===== config.mk =====
export PLATFORM = sky130hd
export DESIGN_NAME = shadow_cst_gen
export DESIGN_NICKNAME = d
export VERILOG_FILES = /design/src/rtl/shadow_cst_gen.sv
export SDC_FILE = /design/constraint.sdc
export NUM_CORES = 1
export LEC_CHECK = 0
export CORE_ASPECT_RATIO = 0.8
export CORE_MARGIN = 1
export CORE_UTILIZATION = 31
export CTS_CLUSTER_DIAMETER = 30
export DETAILED_ROUTE_END_ITERATION = 16
export SLEW_MARGIN = 20
export SYNTH_ARGS = -nofsm -noshare
export SYNTH_HDL_FRONTEND = slang
export SYNTH_SLANG_ARGS = --single-unit

===== constraint.sdc =====
create_clock -name clk -period 1.93 [get_ports clk]
set_input_delay 0.2895 -clock clk [delete_from_list [all_inputs] [get_ports clk]]
set_output_delay 0.2895 -clock clk [all_outputs]
set_load 0.03 [all_outputs]

===== src/rtl/shadow_cst_gen.sv =====
// shadow_cst_gen
//   Issues a run of NSTEPS 128-bit round constants over a valid/ready
//   handshake. Each run starts from SEED; every accepted constant advances
//   the state by rotating the four 32-bit words down one place and inserting
//   xtime(w0) as the new top word. A one-cycle done pulse follows the
//   acceptance of the final constant.
//
// Ports
//   clk        in   1    clock, rising edge
//   rst_n      in   1    synchronous active-low reset
//   start      in   1    begin a new run (honoured only while idle)
//   busy       out  1    run in progress
//   cst_valid  out  1    cst holds a valid constant
//   cst_ready  in   1    downstream accepts cst this cycle
//   cst        out  128  current constant {w3,w2,w1,w0}
//   cst_idx    out  4    index of the constant on cst
//   cst_last   out  1    cst is the final constant of the run
//   done       out  1    one-cycle pulse after the final transfer
module shadow_cst_gen #(
    parameter int unsigned  NSTEPS = 12,
    parameter logic [127:0] SEED   = 128'h00000000_00000000_00000000_00000001
) (
    input  logic         clk,
    input  logic         rst_n,
    input  logic         start,
    output logic         busy,
    output logic         cst_valid,
    input  logic         cst_ready,
    output logic [127:0] cst,
    output logic [3:0]   cst_idx,
    output logic         cst_last,
    output logic         done
);

    localparam logic [3:0] LAST_IDX = 4'(NSTEPS - 1);

    typedef enum logic {
        IDLE,
        RUN
    } state_t;

    // GF(2^8)-style doubling applied to a full 32-bit word: the carried-out
    // top bit is folded back in at bits 0 and 8.
    function automatic logic [31:0] xtime(input logic [31:0] x);
        return {x[30:0], 1'b0} ^ {31'b0, x[31]} ^ {23'b0, x[31], 8'b0};
    endfunction

    state_t        state_q;
    logic [127:0]  cst_q;
    logic [127:0]  cst_d;
    logic [3:0]    idx_q;
    logic [3:0]    idx_d;
    logic          last_q;
    logic          done_q;

    // Successor constant: w0<=w1, w1<=w2, w2<=w3, w3<=xt(w0).
    always_comb begin
        cst_d = {xtime(cst_q[31:0]), cst_q[127:32]};
        idx_d = idx_q + 4'd1;
    end

    always_ff @(posedge clk) begin
        if (!rst_n) begin
            state_q <= IDLE;
            cst_q   <= '0;
            idx_q   <= '0;
            last_q  <= 1'b0;
            done_q  <= 1'b0;
        end else begin
            done_q <= 1'b0;
            unique case (state_q)
                IDLE: begin
                    if (start) begin
                        state_q <= RUN;
                        cst_q   <= SEED;
                        idx_q   <= '0;
                        last_q  <= (NSTEPS == 1);
                    end
                end
                RUN: begin
                    if (cst_ready) begin
                        if (idx_q == LAST_IDX) begin
                            // Final constant accepted: hold cst/idx, pulse done.
                            state_q <= IDLE;
                            last_q  <= 1'b0;
                            done_q  <= 1'b1;
                        end else begin
                            cst_q  <= cst_d;
                            idx_q  <= idx_d;
                            last_q <= (idx_d == LAST_IDX);
                        end
                    end
                end
                default: state_q <= IDLE;
            endcase
        end
    end

    assign busy      = (state_q == RUN);
    assign cst_valid = (state_q == RUN);
    assign cst       = cst_q;
    assign cst_idx   = idx_q;
    assign cst_last  = last_q;
    assign done      = done_q;

endmodule

==> metrics.md, run 1 <==
| Metric | Value |
|---|---|
| VDD IR max | `between 0.7 and 0.8 mV` |
| Tcrit/Tclk final | `97.3%` |
| Drt total wl | `16.7 mm` |
| Setup bufs post-CTS | `0` |
| Type of the worst setup path | `flop to output port` |
| P per Cell Area | `864 mW/mm^2` |
| Initial antenna violation count | `0` |
| Layout cells sized above 1 | `7.43%` |
| Drt pass-1 iters | `6` |
| TritonCTS Buffers | `17` |
| Syn_nets | `645` |
| Die height | `122 microns` |
| Synth area leader | `dfxtp_1` |
| # diodes | `0` |
| Synth Cell Area | `0.00556 sq mm` |
| Nets | `734` |
| Initial Util | `31.9%` |
| CTS tree | `built` |
| Worst slew pin tran | `roughly 500 ps` |
| Crit path buffers/inverters | `1` |
| Delay-heaviest family, CP | `buffers and inverters` |
| Root buf cell | `clkbuf_16` |
| Worst-path clk slew | `50 ps` |
| GR Overflow Total | `0` |
| Async SR Flop Fraction | `0%` |
| Post-synth EDFFs | `0` |
| Commonest cells after routing, fill and taps aside | `135 x dfxtp_1, 134 x clkdlybuf4s50_1, 131 x nand3_1` |
| Hold WC Path Type | `flop to flop` |
| Crit path DAT | `1590 ps` |
| Max-Cap Viols | `0` |
| Detailed Place HPWL | `9.99 mm` |
| Worst-case clock buffer depth | `2` |
| Setup TNS | `0 ps` |
| Fmax | `0.532 GHz` |
| Hold Path Origin | `cst[104]` |
| Commonest non-fill, non-tap cell in the layout | `dfxtp_1` |
| CP max-delay cell | `clkdlybuf4s50_1` |
| Drt drc | `0` |
| Rel. slew slack | `66.7%` |
| GRT Total Usage | `roughly 18%` |
| Clock skew | `approximately 15 ps` |
| Fin. Hold Viols | `0` |
| Largest net degree at the start of global routing | `82` |
| R2R setup slack | `~170 ps` |
| Synth area leaders | `dfxtp_1 49%, o211ai_1 17%, nand3_1 12%, a21oi_1 12%, buf_2 3.7%` |
| Post-synth cell types | `31` |
| Yosys warns | `0` |
| CP required | `1640 ps` |
| H-tree Lvls | `4` |
| CP Max Fanout | `4` |
| Cell count after synthesis | `639` |
| Core Util, Final | `between 40 and 50%` |
| Row count | `between 40 and 50` |
| Avg Cell Area, Syn | `8.70 sq um` |
| Status | `complete, no violations` |
| IO Port Bufs | `about 140` |
| Via/cell ratio | `5.66` |
| CTS Hold Bufs | `0` |
| Full die area | `between 0.015 and 0.02 sq mm` |
| Vias in the first global route | `roughly 4900` |
| Clock Sink Count | `around 140` |
| Pleak | `2.40 nW` |
| CP Cell Sequence | `clkdlybuf4s50_1` |
| Worst Setup Start Kind | `flop` |
| FF-to-FF Start | `cst_idx[1]` |
| Prevailing post-synth register cell | `dfxtp_1` |
| RSZ-0062 raised after global routing | `false` |
| 1st-iter DRT viols | `402` |
| Core Region | `0.0174 sq mm` |
| CP peak stage delay | `740 ps` |
| Ports | `140` |
| Routability-driven placement congestion ratio | `0.775` |
| Layout area overhead | `41.3%` |
| Slew Limit Fails | `0` |
| Sequential area share after synthesis | `48.6%` |
| Setup crit start | `cst[31]` |
| Crit path time final | `between 1500 and 2000 ps` |
| DIE WIDTH | `152 microns` |
| First-pass GRT wire length | `26.2 mm` |
| Clk_lat worst skew | `~420 ps` |
| #FFs+latches synth | `135` |
| Final Setup Violations | `0` |
| Detail Route Antenna Nets | `0` |
| Synth top area share | `between 40 and 50%` |
| Vias | `between 5000 and 6000` |
| Drt wl/cell | `17.3 microns` |
| Crit. End Element | `output port` |
## registers in the layout, indices dropped and copies added, names as in the netlist
| register | count |
|---|---|
| busy | 1 |
| cst | 128 |
| cst_idx | 4 |
| cst_last | 1 |
| done | 1 |
## path summary, 6_finish.rpt
check                  end  depth (start not counted)
setup / recovery   cst[31]                          1
hold reg to reg    cst[72]                          2
setup reg to reg  cst[116]                          5
hold / removal     cst[72]                          2
## through the flow
stage	setup WS, ps	total power, mW	cell area (sq um)	hold slack (ps)	cells
floorplan	184	3.05	5560	436	639
global placement	132	3.16	7180	465	934
detailed placement	134	3.17	7180	467	934
CTS	20.0	6.86	7840	478	965
global route	3.63	7.00	7850	494	965
finish	51.2	6.79	7850	471	965
## metal layers
layer | GRT usage, % | wire length [microns] | vias to the layer above
li1 | - | - | 2589
met3 | 5.88 | 1310 | 15
met1 | 24.8 | 7580 | 2639
met2 | 26.0 | 7540 | 215
met5 | 0 | 0 | -
met4 | 5.63 | 224 | 0
## kinds of logic (layout without fill, tap and decap cells)
group	count (synthesis)	after routing	share of synthesized area, %
DFF	135	135	48.6
and+or+nand+nor	142	142	13.0
xor gates and xnor gates	3	3	0.473
adders and majority gates	2	2	0.450
AOI/OAI and AO/OA	267	267	30.2
buffers and inverters	90	191	7.20
## synthesized netlist by cell type (all sizes together) (2+ instances only)
| master | n |
|---|---|
| dfxtp | 135 |
| nand3 | 131 |
| a21oi | 130 |
| o211ai | 129 |
| buf | 49 |
| clkbuf | 39 |
| ha | 2 |
| inv | 2 |
| nand2 | 2 |
| o21ai | 2 |
| xor2 | 2 |
## area by class of cell
cell class | instances | area, sq um
clock buffers | 22 | 474
clock inverters | 9 | 195
fillers | 1654 | 9580
inverters | 2 | 10.0
multi-input cells | 414 | 2480
flip-flops and latches | 135 | 2700
well taps | 225 | 282
repair buffers | 158 | 1710
## report_power, final
| group | internal, mW | switching, mW | total, mW |
|---|---|---|---|
| registers | 2.79 | 0.00807 | 2.80 |
| clock network | 2.51 | 1.17 | 3.68 |
| logic | 0.0783 | 0.227 | 0.306 |
## what timing repair did
item / in CTS / in global routing
resized for setup: 4 / 2
endpoints found under the hold margin: 0 / 0
endpoints found under the setup margin: 4 / 2
(Power assumes the default switching activity.)
==> inputs of run 2 (changes only) <==
MAX_ROUTING_LAYER = met4   (was not set)
==> run 2 against run 1 <==
Net effect: core utilization unchanged; largest power group unchanged; flip-flop and latch count unchanged; first-iteration DRC count down 6.0%; clock power about the same; clock-buffer cell count unchanged; via count up 0.31%; global-route usage up 0.56 points; fmax about the same; routed wire length about the same; sequential share of layout area unchanged.
==> metrics.md, run 2 (synthesis gave the netlist of run 1 again) <==
| Metric | Value |
|---|---|
| P per Cell Area | `864 mW/mm^2 (about the same)` |
| Sw frac | `20.7% (about the same)` |
| Worst-case clock buffer depth | `2 (unchanged)` |
| R2R setup slack | `170 ps (about the same)` |
| Met3 wire len | `1.12 mm (-15%)` |
| Worst-path clk slew | `50 ps (about the same)` |
| Root buf cell | `clkbuf_16` |
| Largest net degree at the start of global routing | `82 (unchanged)` |
| Hold WC Path Type | `flop to flop` |
| Gate power share | `4.5% (about the same)` |
| Metal2 WL | `7.55 mm (about the same)` |
| Clk_lat worst skew | `420 ps (about the same)` |
| DIE WIDTH | `152 microns (unchanged)` |
| Commonest cells after routing, fill and taps aside | `135 x dfxtp_1, 134 x clkdlybuf4s50_1, 131 x nand3_1` |
| TritonCTS Buffers | `17 (unchanged)` |
| Critical path depth | `1 (unchanged)` |
| GRT Total Usage | `18.4% (+0.56 points)` |
| Row count | `43 (unchanged)` |
| Crit path buffers/inverters | `1 (unchanged)` |
| Nets | `734 (unchanged)` |
| Status | `complete, no violations` |
| CP Max Fanout | `4 (unchanged)` |
| CTS Hold Bufs | `0 (unchanged)` |
| Delay-heaviest family, CP | `buffers and inverters` |
| Worst Setup Start Kind | `flop` |
| Fmax | `0.533 GHz (about the same)` |
| Final Cell Area | `0.00785 sq mm (unchanged)` |
| Crit path DAT | `1590 ps (about the same)` |
| Detail Route Antenna Nets | `0 (unchanged)` |
| RSZ-0062 raised after global routing | `false` |
| Number of fill cells in the layout | `1654 (unchanged)` |
| Vias | `5475 (+0.31%)` |
| Non-filler cells, final | `965 (unchanged)` |
| Uppermost layer routed | `met4` |
| IO Port Bufs | `139 (unchanged)` |
| First-pass GRT wire length | `26.2 mm (+0.10%)` |
| Clock Power Share | `54.2% (about the same)` |
| Detailed Place HPWL | `9.99 mm (unchanged)` |
| Drt drc | `0 (unchanged)` |
| Crit path time final | `1880 ps (-1.16 ps)` |
| Area after DPL | `0.00718 sq mm (unchanged)` |
| Drt pass-1 iters | `5 (-1)` |
| Cell total after placement | `934 (unchanged)` |
| Vias in the first global route | `4908 (-0.16%)` |
| H-tree Lvls | `4 (unchanged)` |
| # diodes | `0 (unchanged)` |
| CP required | `1640 ps (about the same)` |
| Full die area | `0.0185 sq mm (unchanged)` |
| Hold Path Cell Cnt | `2 (unchanged)` |
| Setup WS pre-CTS | `134 ps (unchanged)` |
| Fin. Hold Viols | `0 (unchanged)` |
| Layout cells sized above 1 | `7.43% (unchanged)` |
| Tcrit/Tclk final | `97.3% (about the same)` |
| Drt wl/cell | `17.3 microns (about the same)` |
| M1 WL | `7.76 mm (+2.4%)` |
| CP max-delay cell | `clkdlybuf4s50_1` |
| Clock skew | `12.1 ps (-2.80 ps)` |
| CP peak stage delay | `740 ps (about the same)` |
| Ports | `140 (unchanged)` |
| Type of the worst setup path | `flop to output port` |
| Routability-driven placement congestion ratio | `0.785 (+1.4%)` |
| Setup ws final | `52.4 ps (+1.16 ps)` |
| Largest register FFs | `128 (unchanged)` |
| Die height | `122 microns (unchanged)` |
| Setup bufs post-CTS | `0 (unchanged)` |
| CP Cell Sequence | `clkdlybuf4s50_1` |
| Commonest non-fill, non-tap cell in the layout | `dfxtp_1` |
| P_int | `5.39 mW (about the same)` |
| Pleak | `2.40 nW (unchanged)` |
| Via/cell ratio | `5.67 (+0.31%)` |
| 1st-iter DRT viols | `378 (-6.0%)` |
| Rel. slew slack | `67.0% (+0.23 points)` |
| Initial Util | `31.9% (unchanged)` |
| GR Overflow Total | `0 (unchanged)` |
| Initial antenna violation count | `0 (unchanged)` |
| Crit. End Element | `output port` |
| Slew Limit Fails | `0 (unchanged)` |
| Layout area overhead | `41.3% (unchanged)` |
| Drt total wl | `16.7 mm (about the same)` |
| P_sw | `1.40 mW (about the same)` |
| Sequential share of power | `41.3% (about the same)` |
| Clock Sink Count | `135 (unchanged)` |
| Reg2reg path depth | `5 (unchanged)` |
| Worst slew pin tran | `495 ps (-3.42 ps)` |
| Setup TNS | `0 ps (unchanged)` |
| VDD IR max | `0.714 mV (-0.69%)` |
| Core Region | `0.0174 sq mm (unchanged)` |
| Max-Cap Viols | `0 (unchanged)` |
| CTS tree | `built` |
| Final Setup Violations | `0 (unchanged)` |
-- run 2: tightest hold or removal path, delay by kind of cell, from the launching register on --
family | cells | cell delay [ps]
DFF | 1 | 310
and+or+nand+nor | 1 | 60
AOI/OAI and AO/OA | 1 | 60
-- run 2: path summary, 6_finish.rpt --
kind	start	end
worst min-delay path	cst_last	cst_last
worst max register to register	cst_idx[1]	cst[116]
worst max-delay path	cst[31]	cst[31]
worst min register to register	cst_last	cst_last
-- run 2: timing repair --
item / 4_1_cts / 5_1_grt
resized for setup: 4 / 2
endpoints found under the setup margin: 4 / 2
endpoints found under the hold margin: 0 / 0
-- run 2: layout make-up --
cell class              count  area, sq um  area share, %
repair buffers            158         1710           21.8
inverters                   2         10.0          0.127
well taps                 225          282           3.58
clock buffers              22          474           6.04
multi-input cells         414         2480           31.5
clock inverters             9          195           2.49
flip-flops and latches    135         2700           34.4
-- run 2: metrics by stage --
step,hold slack [ps],util [%],power (mW)
finish,474,45.1,6.79
detailed placement,467,41.2,3.17
global route,494,45.1,7.00
CTS,478,45.0,6.86
global placement,465,41.2,3.16
floorplan,436,-,3.05
-- run 2: power groups by stage --
stage / Combinational, mW / Sequential, mW / Clock (mW)
3_5_place_dp: 0.306 / 2.86 / 0
5_1_grt: 0.327 / 2.80 / 3.88
2_1_floorplan: 0.181 / 2.87 / 0
3_3_place_gp: 0.302 / 2.86 / 0
6_report: 0.306 / 2.80 / 3.68
4_1_cts: 0.305 / 2.80 / 3.75
-- run 2: routing by layer --
layer	vias up	GRT usage, %
met5	-	-
met4	0	5.63
met3	17	5.36
met2	202	25.9
met1	2673	25.2
li1	2583	-
